### src/rtl/clock_pkg.sv
// Shared types and default limits for the digital clock's time-keeping blocks.
// The display and alarm blocks import this package as well.
package clock_pkg;

  typedef enum logic [1:0] {
    RUN      = 2'd0,
    SET_HOUR = 2'd1,
    SET_MIN  = 2'd2
  } mode_t;

  localparam int MIN_MAX_DEF  = 59;
  localparam int HOUR_MAX_DEF = 23;
  localparam int MIN_W        = 6;
  localparam int HOUR_W       = 5;

endpackage

### src/rtl/sync_rise_detect.sv
// Brings a slow-domain level into the clk domain and flags its rising edge.
// Every flop resets to 1, so an input already high at reset release never fires.
module sync_rise_detect #(
  parameter int SYNC_STAGES = 2
) (
  input  logic clk,
  input  logic reset,
  input  logic async_in,
  output logic rise
);

  logic [SYNC_STAGES-1:0] sync_q;
  logic [SYNC_STAGES-1:0] sync_d;
  logic                   hist_q;
  logic                   hist_d;

  always_comb begin
    sync_d = {sync_q[SYNC_STAGES-2:0], async_in};
    hist_d = sync_q[SYNC_STAGES-1];
  end

  always_ff @(posedge clk or negedge reset) begin
    if (!reset) begin
      sync_q <= '1;
      hist_q <= 1'b1;
    end else begin
      sync_q <= sync_d;
      hist_q <= hist_d;
    end
  end

  assign rise = sync_q[SYNC_STAGES-1] & ~hist_q;

endmodule

### src/rtl/minute_hour_counter.sv
// Minute/hour stage of the digital clock: advances on synchronised seconds carries
// in RUN and lets the user set hours and minutes with debounced button pulses.
module minute_hour_counter
  import clock_pkg::*;
#(
  parameter int SYNC_STAGES = 2,
  parameter int MIN_MAX     = MIN_MAX_DEF,
  parameter int HOUR_MAX    = HOUR_MAX_DEF
) (
  input  logic              clk,
  input  logic              reset,
  input  logic              sec_carry,
  input  logic              btn_mode,
  input  logic              btn_inc,
  output logic [MIN_W-1:0]  min,
  output logic [HOUR_W-1:0] hour,
  output logic              day_carry,
  output logic [1:0]        mode
);

  logic              carry_rise;
  logic [MIN_W-1:0]  min_q;
  logic [MIN_W-1:0]  min_d;
  logic [HOUR_W-1:0] hour_q;
  logic [HOUR_W-1:0] hour_d;
  logic              day_carry_q;
  logic              day_carry_d;
  mode_t             mode_q;
  mode_t             mode_d;
  logic              min_at_max;
  logic              hour_at_max;

  sync_rise_detect #(
    .SYNC_STAGES(SYNC_STAGES)
  ) u_carry_sync (
    .clk     (clk),
    .reset   (reset),
    .async_in(sec_carry),
    .rise    (carry_rise)
  );

  assign min_at_max  = (min_q == MIN_W'(MIN_MAX));
  assign hour_at_max = (hour_q == HOUR_W'(HOUR_MAX));

  // Carry edges outside RUN are simply dropped; the detector still tracks history.
  always_comb begin
    min_d       = min_q;
    hour_d      = hour_q;
    day_carry_d = 1'b0;
    mode_d      = mode_q;
    case (mode_q)
      RUN: begin
        if (carry_rise) begin
          if (min_at_max) begin
            min_d = '0;
            if (hour_at_max) begin
              hour_d      = '0;
              day_carry_d = 1'b1;
            end else begin
              hour_d = hour_q + HOUR_W'(1);
            end
          end else begin
            min_d = min_q + MIN_W'(1);
          end
        end
        if (btn_mode) mode_d = SET_HOUR;
      end
      SET_HOUR: begin
        if (btn_inc) hour_d = hour_at_max ? '0 : hour_q + HOUR_W'(1);
        if (btn_mode) mode_d = SET_MIN;
      end
      SET_MIN: begin
        if (btn_inc) min_d = min_at_max ? '0 : min_q + MIN_W'(1);
        if (btn_mode) mode_d = RUN;
      end
      default: mode_d = RUN;
    endcase
  end

  always_ff @(posedge clk or negedge reset) begin
    if (!reset) begin
      min_q       <= '0;
      hour_q      <= '0;
      day_carry_q <= 1'b0;
      mode_q      <= RUN;
    end else begin
      min_q       <= min_d;
      hour_q      <= hour_d;
      day_carry_q <= day_carry_d;
      mode_q      <= mode_d;
    end
  end

  assign min       = min_q;
  assign hour      = hour_q;
  assign day_carry = day_carry_q;
  assign mode      = mode_q;

endmodule

### config.mk
export PLATFORM = sky130hd
export DESIGN_NAME = minute_hour_counter
export DESIGN_NICKNAME = d
export VERILOG_FILES = /design/src/rtl/clock_pkg.sv /design/src/rtl/sync_rise_detect.sv /design/src/rtl/minute_hour_counter.sv
export SDC_FILE = /design/constraint.sdc
export NUM_CORES = 1
export LEC_CHECK = 0
export CAP_MARGIN = 20
export CORE_MARGIN = 4
export CORE_UTILIZATION = 50
export CTS_BUF_LIST = sky130_fd_sc_hd__clkbuf_4 sky130_fd_sc_hd__clkbuf_8
export CTS_CLUSTER_DIAMETER = 100
export DETAILED_ROUTE_END_ITERATION = 8
export PLACE_DENSITY = 0.8
export SLEW_MARGIN = 20
export SYNTH_ARGS = -nofsm -noshare
export SYNTH_HDL_FRONTEND = slang
export SYNTH_SLANG_ARGS = --single-unit
### constraint.sdc
create_clock -name clk -period 1.9 [get_ports clk]
set_input_delay 0.19 -clock clk [delete_from_list [all_inputs] [get_ports clk]]
set_output_delay 0.19 -clock clk [all_outputs]
set_load 0.01 [all_outputs]
# After elaboration in Yosys (flattened, before gate mapping)
# Index checks and enable logic that the tools add are counted.
dict set report classes {
  add_sub_neg 2
  mul 0
  n_div 0
  magnitude_cmp 0
  n_eq_ne 11
  shifts 0
  mux 17
  bitwise 2
  n_reduce_logical 6
}
# cell count
set ops {}
lappend ops {{$mux 5} 4}
lappend ops {{$mux 6} 3}
lappend ops {{$ne 2x2->1 const B} 7}
lappend ops {{$pmux 6 s2} 1}
lappend ops {{$pmux 5 s2} 1}
lappend ops {{$add 6x1->6 const B} 1}
lappend ops {{$eq 6x6->1 const B} 1}
lappend ops {{$mux 2} 3}
lappend ops {{$pmux 2 s3} 1}
lappend ops {{$reduce_and 3->1} 2}
lappend ops {{$add 5x1->5 const B} 1}
lappend ops {{$eq 5x5->1 const B} 1}
lappend ops {{$mux 1} 4}
lappend ops {{$reduce_and 4->1} 1}
lappend ops {{$reduce_bool 2->1} 2}
lappend ops {{$eq 2x1->1 const B} 1}
lappend ops {{$eq 2x2->1 const B} 1}
lappend ops {{$logic_not 2->1} 1}
lappend ops {{$and 1x1->1} 1}
lappend ops {{$not 1->1} 1}
dict set report totals {
  regBits 17
  latchBits 0
  ramBits 0
  romBits 0
  input_bits 5
  mem_count 0
}

# Logic depth before layout (Yosys ltp)
# Gate-level depths: netlist of the first run.
dict set report logic_depth {
  word_depth 5
  ltp_mapped 5
}

# Hierarchy
# From an unflattened synthesis of the first run, not the netlist that was laid out.
dict set report unflattened {
  cells_unflattened 84
  area_unflattened_um2 834.6
}
# mod n_inst cells_each area_per_inst_um2
set by_module_without_submodules {}
lappend by_module_without_submodules {minute_hour_counter 1 80 742.0}
lappend by_module_without_submodules {sync_rise_detect 1 4 92.6}

# Least setup slack after synthesis of the first run
# OpenSTA, ideal clock, no wires.
dict set report synth_timing {
  path_type {register to register}
  start {register min_q[0], in the netlist min[0]}
  end {register hour_q[0], in the netlist hour[0]}
  arrival_time_ps 1515
  required_time_ps 1769
  setup_slack_ps 254
  stages_incl_launch_ff 6
  path_buffers 0
  synth_period_minus_slack_ps 1646
  path_cell_list {dfrtp_1 ha_1 and4b_1 a31oi_1 o21bai_1 o21ai_0}
}
dict set report synth_between {
  elab_chain_len 3
}
# element line_no
set synth_lines {}
lappend synth_lines {{start: declaration} minute_hour_counter.sv:22} ;# logic [MIN_W-1:0] min_q;
lappend synth_lines {{start signal: assignment} minute_hour_counter.sv:87} ;# min_q <= min_d;
lappend synth_lines {{$eq 6x6->1} minute_hour_counter.sv:42} ;# assign min_at_max = (min_q == MIN_W'(MIN_MAX));
lappend synth_lines {{$ne 2x2->1 (no line)} n/a}
lappend synth_lines {{$reduce_and 4->1 (no line)} n/a}
lappend synth_lines {{end signal: assignment} minute_hour_counter.sv:88} ;# hour_q <= hour_d;
lappend synth_lines {{end: declaration} minute_hour_counter.sv:24} ;# logic [HOUR_W-1:0] hour_q;
# No other way between the ends.
# A chain may end at the register's enable or synchronous reset.

# Final worst setup path of the first run
dict set report layout_timing {
  start {register u_carry_sync.sync_q[1]}
  end {register min_q[2], in the netlist min[2]}
}
dict set report layout_between {
  elab_chain_len 3
}
# element line_no
set layout_lines {}
lappend layout_lines {{start: declaration} sync_rise_detect.sv:12} ;# logic [SYNC_STAGES-1:0] sync_q;
lappend layout_lines {{start signal: assignment} sync_rise_detect.sv:27} ;# sync_q <= sync_d;
lappend layout_lines {{$and 1x1->1} sync_rise_detect.sv:32} ;# assign rise = sync_q[SYNC_STAGES-1] & ~hist_q;
lappend layout_lines {{$ne 2x2->1 (no line)} n/a}
lappend layout_lines {{$reduce_and 3->1 (no line)} n/a}
# No other way between the ends.

==> out/results.ini, run 1 <==
[clocking]
hold_buffers=0
root_buffer=clkbuf_4
clockBufferDepth=2
cts_tree=yes
clk_latency_ps=280
post-cts-setup-buffers=0
clock-sinks=17
cts.clk_slew.worst_paths_ps=90
htreeDepth=1
numCtsBuffers=3
cts-resized-gates=0

[pwr]
leakage_nw=0.433
powerDensity_nw_per_um2=1400
ir_drop_mv=0.925
internal_power_mw=0.937
power_frac_clock_pct=13.5
switchingPower_mw=0.526
seqPwrFrac_pct=43.0
swShare_pct=36.0
p_comb_share_pct=43.5
p_total_mw=1.46

[sta]
tightestPinTransition_ps=363
fin_crit_ps=1740
slew_violations=0
slew_headroom_pct=75.5
hold_viol=0
fin_skew_ps=4.27
setup_viol=0
rsz0062_at_grt=no
fin_setup_tns_ps=0
timing.hold.ws_ps=217
fmax_mhz=576
period_share_pct=91.4

[yosys]
syn_nets=79
yosys.area.top_type_share_pct=44.3
synthTopCellsByArea=dfrtp_1, dfstp_2, o21ai_0, nand2_1, ha_1
synth_cells=72
yosys.area.top_type=dfrtp_1
postSynthAreaPerCell_um2=11.0
synth.distinct_cells=29
synth-seq-cells=17
yosys_warnings=0
netlist_area_um2=791
ys_seq_area_share_pct=54.3

[grt]
antenna_found_initial=0
grt_max_degree=18
grt_overflow=0
grt_pass1_wl_um=2490
grt_pass1_vias=596
grt_use_total_pct=15.8

[drt]
drtIter0Drc=12
wl_um=1540
wire_per_inst_um=13.7
routed_via_density=5.55
drt-pass1-iter-count=4
vias=627
drc=0
drtAntennaViolNets=0

[die]
die-area_um2=2280
die_x_um=47.8
ioPinCount=19
initial_utilization_pct=52.5
rows=14
core_area_um2=1510
die_height_um=47.8

[setup_path]
path_buf_inv=0
startpoint_type=register
cp_data_required_time_ps=2070
path_depth=4
worst-setup-path-type=reg2reg
cpLargestDelayFamily=flip-flops
cp_cell_sequence=or3b_4 -> a21oi_4 -> nand2_2 -> mux2_1
ff2ff_path_depth=4
critical_path_arrival_ps=1910
path_max_fanout=9
cp_slowest_cell=dfstp_2
critical_path.max_stage_delay_ps=540
cp-end-kind=register

[cells_and_area]
fin_nets=105
diodes=0
layout-drive-gt1-share_pct=15.5
areaGrowthSynthToFinish_pct=32.0

[place]
gp_congestion=0.762
port_buffers=18
dp_hpwl_um=1170

[worst_hold_path]
hold_class=in2async

[job]
cap_violations=0

[outcome]
outcome=finished clean

[worst register-to-register path, cell delays in order (launching register included)]
cell and delay (ps):
dfstp_2 540, or3b_4 390, a21oi_4 280, nand2_2 110, mux2_1 310
[area by class of cell]
type,count,area [um2]
clock buffers,4,30.0
fillers,113,463
inverters,3,11.3
multi-input cells,52,350
flip-flops and latches,17,429
well taps,16,20.0
repair buffers,21,203
[power by group through the flow]
stage               Combinational [mW]  Clock, mW  Sequential, mW
finish                           0.637      0.197           0.628
global route                     0.704      0.222           0.651
CTS                              0.643      0.206           0.626
detailed placement               0.642          0           0.633
global placement                 0.619          0           0.625
floorplan                        0.252          0           0.673
[state kept, by name (all words and copies together) (netlist names)]
| signal | cells |
|---|---|
| min | 6 |
| hour | 5 |
| mode | 2 |
| u_carry_sync.sync_q | 2 |
| day_carry | 1 |
| u_carry_sync.hist_q | 1 |
[synthesized netlist by cell type]
library cell  number
nand2b_1           1
o21ai_0            9
nand3_1            3
or2b_1             1
mux2_1             1
o2bb2ai_1          1
nand2_1            7
o41ai_1            1
nor3_1             2
o21bai_1           1
a21oi_4            1
nor2_1             5
inv_1              3
a31oi_1            1
o2111ai_1          1
nor4b_1            1
or3b_4             1
o31ai_1            1
ha_1               2
xnor2_1            2
and2_1             1
nand2_2            1
mux2_2             1
and4b_1            1
dfrtp_1           14
a22o_1             2
nand3b_1           3
dfstp_2            3
and3b_2            1
[path summary, 6_finish.rpt]
path	from	end	slack, ps
worst max-delay path	u_carry_sync.sync_q[1]$_DFF_PN1_	min[2]$_DFFE_PN0P_	160
worst min register to register	u_carry_sync.sync_q[0]$_DFF_PN1_	u_carry_sync.sync_q[1]$_DFF_PN1_	360
worst min-delay path	reset	min[3]$_DFFE_PN0P_	220
max in group asynchronous	reset	u_carry_sync.sync_q[0]$_DFF_PN1_	1430
min in group clk	sec_carry	u_carry_sync.sync_q[0]$_DFF_PN1_	300
worst max register to register	u_carry_sync.sync_q[1]$_DFF_PN1_	min[2]$_DFFE_PN0P_	160
[kinds of logic (layout without fill, tap and decap cells)]
| family | Yosys count | in the layout | synth area share [%] |
|---|---|---|---|
| DFF | 17 | 17 | 54.3 |
| xor gates and xnor gates | 2 | 2 | 2.22 |
| AOI/OAI and AO/OA | 18 | 18 | 16.0 |
| muxes | 2 | 2 | 2.85 |
| buffers and inverters | 3 | 28 | 1.42 |
| adders and majority gates | 2 | 2 | 3.16 |
| and+or+nand+nor | 28 | 28 | 20.1 |
[per-layer routing]
metal,routed length (um),vias to the layer above,track usage (%)
met5,0,-,0
met4,17,0,5.38
met3,112,4,6.39
met2,718,20,24.5
met1,695,291,20.0
li1,-,312,-
[through the flow]
| stage | util, % | worst slack (ps) | cells | instance area, um2 |
|---|---|---|---|---|
| after floorplan | - | 254 | 72 | 791 |
| after global placement | 67.3 | 237 | 109 | 1010 |
| after detailed placement | 67.3 | 182 | 109 | 1010 |
| after CTS | 69.3 | 167 | 113 | 1040 |
| after global routing | 69.3 | 98.1 | 113 | 1040 |
| final | 69.3 | 163 | 113 | 1040 |
[cell usage in the layout, fill, tap and decap left out, drive strengths merged, types with 3 or more instances in the layout]
cell type,count
o21ai,9
clkdlybuf4s50,18
nand3,3
nand3b,3
nand2,8
nor2,5
inv,3
clkbuf,4
dfrtp,14
buf,3
dfstp,3
Power figures use the tool's default switching activity.
==> run 2: changes to the inputs <==
--- a/config.mk
+++ b/config.mk
@@ -6,12 +6,13 @@
 export NUM_CORES = 1
 export LEC_CHECK = 0
 export CAP_MARGIN = 20
-export CORE_MARGIN = 4
+export CORE_MARGIN = 2
 export CORE_UTILIZATION = 50
 export CTS_BUF_LIST = sky130_fd_sc_hd__clkbuf_4 sky130_fd_sc_hd__clkbuf_8
 export CTS_CLUSTER_DIAMETER = 100
 export DETAILED_ROUTE_END_ITERATION = 8
 export PLACE_DENSITY = 0.8
+export RECOVER_POWER = 100
 export SLEW_MARGIN = 20
 export SYNTH_ARGS = -nofsm -noshare
 export SYNTH_HDL_FRONTEND = slang
==> run 2 against run 1 <==
- via count shrank 0.64%
- non-clock buffer count did not move
- clock-buffer cell count fell by 1
- largest power group is now sequential cells
- highest routed layer unchanged
==> out/results.ini, run 2 (synthesis results as in run 1) <==
[sta]
setup_viol=0  ; unchanged
fin_crit_ps=1770  ; +36.5 ps
slew_violations=0  ; unchanged
slew_headroom_pct=38.0  ; -37 points
period_share_pct=93.3  ; +1.9 points
hold_viol=0  ; unchanged
fin_skew_ps=6.73  ; +2.45 ps
rsz0062_at_grt=no
tightestPinTransition_ps=930  ; +567 ps
fin_setup_tns_ps=0  ; unchanged
fmax_mhz=564  ; -2.1%

[worst_hold_path]
hold-path-cell-count=0
hold_start=u_carry_sync.sync_q[0]$_DFF_PN1_
whs_endpoint=u_carry_sync.sync_q[1]$_DFF_PN1_
hold_class=reg2reg

[drt]
drtIter0Drc=3  ; -9
drtAntennaViolNets=0  ; unchanged
routed_via_density=5.51  ; -0.64%
wl_um=1660  ; +7.2%
wire_per_inst_um=14.6  ; +7.2%
vias=623  ; -0.64%
drt-pass1-iter-count=5  ; +1
drc=0  ; unchanged

[cells_and_area]
fin_nets=105  ; unchanged
final_common_cell=dlygate4sd3_1
areaGrowthSynthToFinish_pct=30.1
layout-drive-gt1-share_pct=10.3  ; -5.2 points
largest_reg_flops=6  ; unchanged
final_cell_mix=dlygate4sd3_1, dfrtp_1, o21ai_0
diodes=0  ; unchanged

[pwr]
p_total_mw=1.40  ; -4.1%
seqPwrFrac_pct=44.2  ; +1.2 points
ir_drop_mv=0.735  ; -21%
swShare_pct=38.1  ; +2.1 points
switchingPower_mw=0.535  ; +1.6%
leakage_nw=0.451  ; +4.1%
power_frac_clock_pct=14.2  ; +0.7 points
internal_power_mw=0.868  ; -7.3%
powerDensity_nw_per_um2=1360  ; -2.7%
p_comb_share_pct=41.6  ; -1.9 points

[grt]
grt_pass1_vias=578  ; -3.0%
antenna_found_initial=0  ; unchanged
grt_use_total_pct=21.5  ; +5.6 points
grt_max_degree=18  ; unchanged
grt_overflow=0  ; unchanged
grt_pass1_wl_um=2740  ; +10%

[clocking]
clk_latency_ps=300  ; +20 ps
post-cts-setup-buffers=0  ; unchanged
cts.clk_slew.worst_paths_ps=100  ; about the same
clock-sinks=17  ; unchanged
cts_tree=yes
clockBufferDepth=2  ; unchanged
htreeDepth=1  ; unchanged
hold_buffers=0  ; unchanged
numCtsBuffers=3  ; unchanged
cts-resized-gates=0  ; unchanged
root_buffer=clkbuf_4

[setup_path]
worst-setup-path-type=reg2reg
crit-reg2reg-capture=min[2]$_DFFE_PN0P_
critical_path_arrival_ps=1970  ; +60 ps
path_max_fanout=9  ; unchanged
r2r_start=u_carry_sync.sync_q[1]$_DFF_PN1_
ff2ff_path_depth=4  ; unchanged
cp-end-kind=register
startpoint_type=register
r2r_slack_ps=130  ; -40 ps
cp_data_required_time_ps=2100  ; +30 ps

[die]
die-area_um2=1920  ; -16%
ioPinCount=19  ; unchanged
die_x_um=43.8  ; -8.4%
initial_utilization_pct=53.1  ; +0.62 points
core_area_um2=1490  ; -1.2%
die_height_um=43.8  ; -8.4%
rows=14  ; unchanged

[place]
gp_congestion=0.764  ; +0.33%
port_buffers=18  ; unchanged
dp_hpwl_um=1230  ; +4.9%

[outcome]
outcome=finished clean

[job]
cap_violations=0  ; unchanged

run 2: worst max path at each step:
stage	startpoint	to	slack [ps]	cells after the start
after floorplan	min[0]$_DFFE_PN0P_	hour[0]$_DFFE_PN0P_	250	5
after global placement	u_carry_sync.sync_q[1]$_DFF_PN1_	min[2]$_DFFE_PN0P_	230	4
after CTS	u_carry_sync.sync_q[1]$_DFF_PN1_	min[5]$_DFFE_PN0P_	160	4
final	u_carry_sync.sync_q[1]$_DFF_PN1_	min[2]$_DFFE_PN0P_	130	4
after detailed placement	u_carry_sync.sync_q[1]$_DFF_PN1_	min[5]$_DFFE_PN0P_	180	4
after global routing	u_carry_sync.sync_q[1]$_DFF_PN1_	min[2]$_DFFE_PN0P_	40	4
run 2: through the flow:
step	cells	utilization (%)	setup WS [ps]	hold slack (ps)	cell area [um2]
3_5_place_dp	109	68.1	176	348	1010
6_report	113	69.1	127	369	1030
3_3_place_gp	109	68.1	234	348	1010
2_1_floorplan	72	-	254	-106	791
4_1_cts	113	69.9	165	194	1040
5_1_grt	113	69.1	40.2	370	1030
run 2: final cells by class:
class	count	area, um2
fill	126	460
sequential	17	429
multi-input combinational	52	345
timing repair buffer	21	195
clock buffer	3	22.5
tap	16	20.0
inverter	3	11.3
clock inverter	1	5.00
run 2: power groups by stage:
stage                     clock [mW]  combinational (mW)  sequential [mW]
after CTS                      0.205               0.648            0.628
after detailed placement           0               0.648            0.633
after global routing           0.219               0.650            0.647
after floorplan                    0               0.252            0.673
after global placement             0               0.613            0.624
final                          0.199               0.584            0.620
run 2: per-layer routing:
metal  share of wire [%]  wire, um  global-route usage, %  vias to the layer above
met3                 4.1        68                   7.92                        4
li1                    -         -                      -                      309
met1                  42       695                   23.5                      299
met2                  51       850                   35.3                       11
met4                 2.4        40                   12.7                        0
met5                   0         0                      0                        -
run 2: critical path: stages (launching register included):
cell,delay (ps)
dfstp_1,560
or3b_1,400
a21oi_4,280
nand2_1,120
mux2_1,310
==> run 3: changes to the inputs <==
--- a/config.mk
+++ b/config.mk
@@ -10,9 +10,11 @@
 export CORE_UTILIZATION = 50
 export CTS_BUF_LIST = sky130_fd_sc_hd__clkbuf_4 sky130_fd_sc_hd__clkbuf_8
 export CTS_CLUSTER_DIAMETER = 100
+export CTS_CLUSTER_SIZE = 12
 export DETAILED_ROUTE_END_ITERATION = 8
 export PLACE_DENSITY = 0.8
 export RECOVER_POWER = 100
+export SETUP_SLACK_MARGIN = 0.15
 export SLEW_MARGIN = 20
 export SYNTH_ARGS = -nofsm -noshare
 export SYNTH_HDL_FRONTEND = slang
==> run 3 against run 2 <==
- cell area is 2.6% higher
- sequential share of layout area fell by 1.0 points
- critical path depth is the same
- utilization is 1.8 points higher
- clock-buffer cell count stayed put
- non-clock buffer count is 3 higher
- global-route usage unchanged
==> out/results.ini, run 3 (synthesis results as in run 1) <==
[outcome]
outcome=finished clean

[cells_and_area]
diodes=0  ; unchanged
final_common_cell=dlygate4sd3_1
fin_area_um2=1050  ; +2.6%
layout-drive-gt1-share_pct=14.0  ; +3.7 points
largest_reg_flops=6  ; unchanged
fin_cells=116  ; +2.7%
utilization_pct=70.8  ; +1.8 points
fin_nets=108  ; +2.9%
final_cell_mix=dlygate4sd3_1, dfrtp_1, o21ai_0
areaGrowthSynthToFinish_pct=33.4

[clocking]
clock-sinks=17  ; unchanged
numCtsBuffers=3  ; unchanged
cts.clk_slew.worst_paths_ps=100  ; about the same
root_buffer=clkbuf_4
cts-resized-gates=0  ; unchanged
clockBufferDepth=2  ; unchanged
htreeDepth=1  ; unchanged
hold_buffers=0  ; unchanged
post-cts-setup-buffers=0  ; unchanged
clk_latency_ps=300  ; about the same
cts_tree=yes

[sta]
tightestPinTransition_ps=897  ; -32.8 ps
rsz0062_at_grt=no
period_share_pct=91.4  ; -2.0 points
slew_violations=0  ; unchanged
worst_slack_ps=164  ; +37.1 ps
slew_headroom_pct=40.2  ; +2.2 points
fin_skew_ps=6.20  ; -0.530 ps
fmax_mhz=576  ; +2.1%
fin_crit_ps=1740  ; -37.1 ps
fin_setup_tns_ps=0  ; unchanged
timing.hold.ws_ps=369  ; -0.171 ps
setup_viol=0  ; unchanged
hold_viol=0  ; unchanged

[setup_path]
cp_data_required_time_ps=2100  ; about the same
path_max_fanout=8  ; -1
r2r_slack_ps=160  ; +40 ps
startpoint_type=register
critical_path_arrival_ps=1930  ; -40 ps
worst-setup-path-type=reg2reg
ff2ff_path_depth=4  ; unchanged
r2r_start=u_carry_sync.sync_q[1]$_DFF_PN1_
crit-reg2reg-capture=min[2]$_DFFE_PN0P_
cp-end-kind=register

[place]
dp_hpwl_um=1230  ; unchanged
dp_cells=109  ; unchanged
placed_area_um2=1010  ; unchanged
post-place-ws_ps=176  ; unchanged
gp_congestion=0.764  ; unchanged
port_buffers=18  ; unchanged

[drt]
routed_via_density=5.48  ; -0.55%
drc=0  ; unchanged
drtAntennaViolNets=0  ; unchanged
wire_per_inst_um=14.6  ; about the same
drtIter0Drc=4  ; +1
drt-pass1-iter-count=4  ; -1
vias=636  ; +2.1%
wl_um=1700  ; +2.6%

[die]
rows=14  ; unchanged
die-area_um2=1920  ; unchanged
core_area_um2=1490  ; unchanged
die_x_um=43.8  ; unchanged
die_height_um=43.8  ; unchanged
ioPinCount=19  ; unchanged
initial_utilization_pct=53.1  ; unchanged

[pwr]
ir_drop_mv=0.717  ; -2.5%
swShare_pct=37.7  ; -0.38 points
internal_power_mw=0.898  ; +3.4%
seqPwrFrac_pct=43.1  ; -1.1 points
powerDensity_nw_per_um2=1370  ; +0.21%
p_total_mw=1.44  ; +2.8%
leakage_nw=0.471  ; +4.4%
power_frac_clock_pct=13.8  ; -0.4 points
switchingPower_mw=0.544  ; +1.7%
p_comb_share_pct=43.1  ; +1.5 points

[grt]
grt_pass1_wl_um=2740  ; unchanged
grt_pass1_vias=578  ; unchanged
grt_use_total_pct=21.5  ; unchanged
grt_max_degree=18  ; unchanged
antenna_found_initial=0  ; unchanged
grt_overflow=0  ; unchanged

[worst_hold_path]
hold_class=reg2reg
hold-path-cell-count=0  ; unchanged
whs_endpoint=u_carry_sync.sync_q[1]$_DFF_PN1_
hold_start=u_carry_sync.sync_q[0]$_DFF_PN1_

[job]
cap_violations=0  ; unchanged

run 3: routing by layer:
metal	track usage (%)	vias to the layer above	part of all wire, %
met5	0	-	0
met4	12.7	0	2.4
met3	7.92	4	4.8
met2	35.3	15	52
met1	23.5	301	41
li1	-	316	-
run 3: area by class of cell:
type,count,area (um2)
repair buffers,24,221
fillers,121,434
inverters,3,11.3
flip-flops and latches,17,429
clock inverters,1,5.00
clock buffers,3,22.5
multi-input cells,52,345
well taps,16,20.0
run 3: power by group through the flow:
stage	clock (mW)	sequential, mW	combinational [mW]
3_3_place_gp	0	0.624	0.613
6_report	0.199	0.621	0.621
2_1_floorplan	0	0.673	0.252
4_1_cts	0.205	0.628	0.648
3_5_place_dp	0	0.633	0.648
5_1_grt	0.219	0.648	0.689
run 3: worst max path at each step:
stage | from | to | slack [ps] | cells after the start
finish | u_carry_sync.sync_q[1]$_DFF_PN1_ | min[2]$_DFFE_PN0P_ | 160 | 4
global route | u_carry_sync.sync_q[1]$_DFF_PN1_ | min[2]$_DFFE_PN0P_ | 80 | 4
CTS | u_carry_sync.sync_q[1]$_DFF_PN1_ | min[5]$_DFFE_PN0P_ | 160 | 4
detailed placement | u_carry_sync.sync_q[1]$_DFF_PN1_ | min[5]$_DFFE_PN0P_ | 180 | 4
global placement | u_carry_sync.sync_q[1]$_DFF_PN1_ | min[2]$_DFFE_PN0P_ | 230 | 4
floorplan | min[0]$_DFFE_PN0P_ | hour[0]$_DFFE_PN0P_ | 250 | 5
run 3: critical path: stages (launching register included):
cell and delay [ps]:
dfstp_1 560, or3b_1 400, a21oi_4 240, nand2_1 110
mux2_1 310
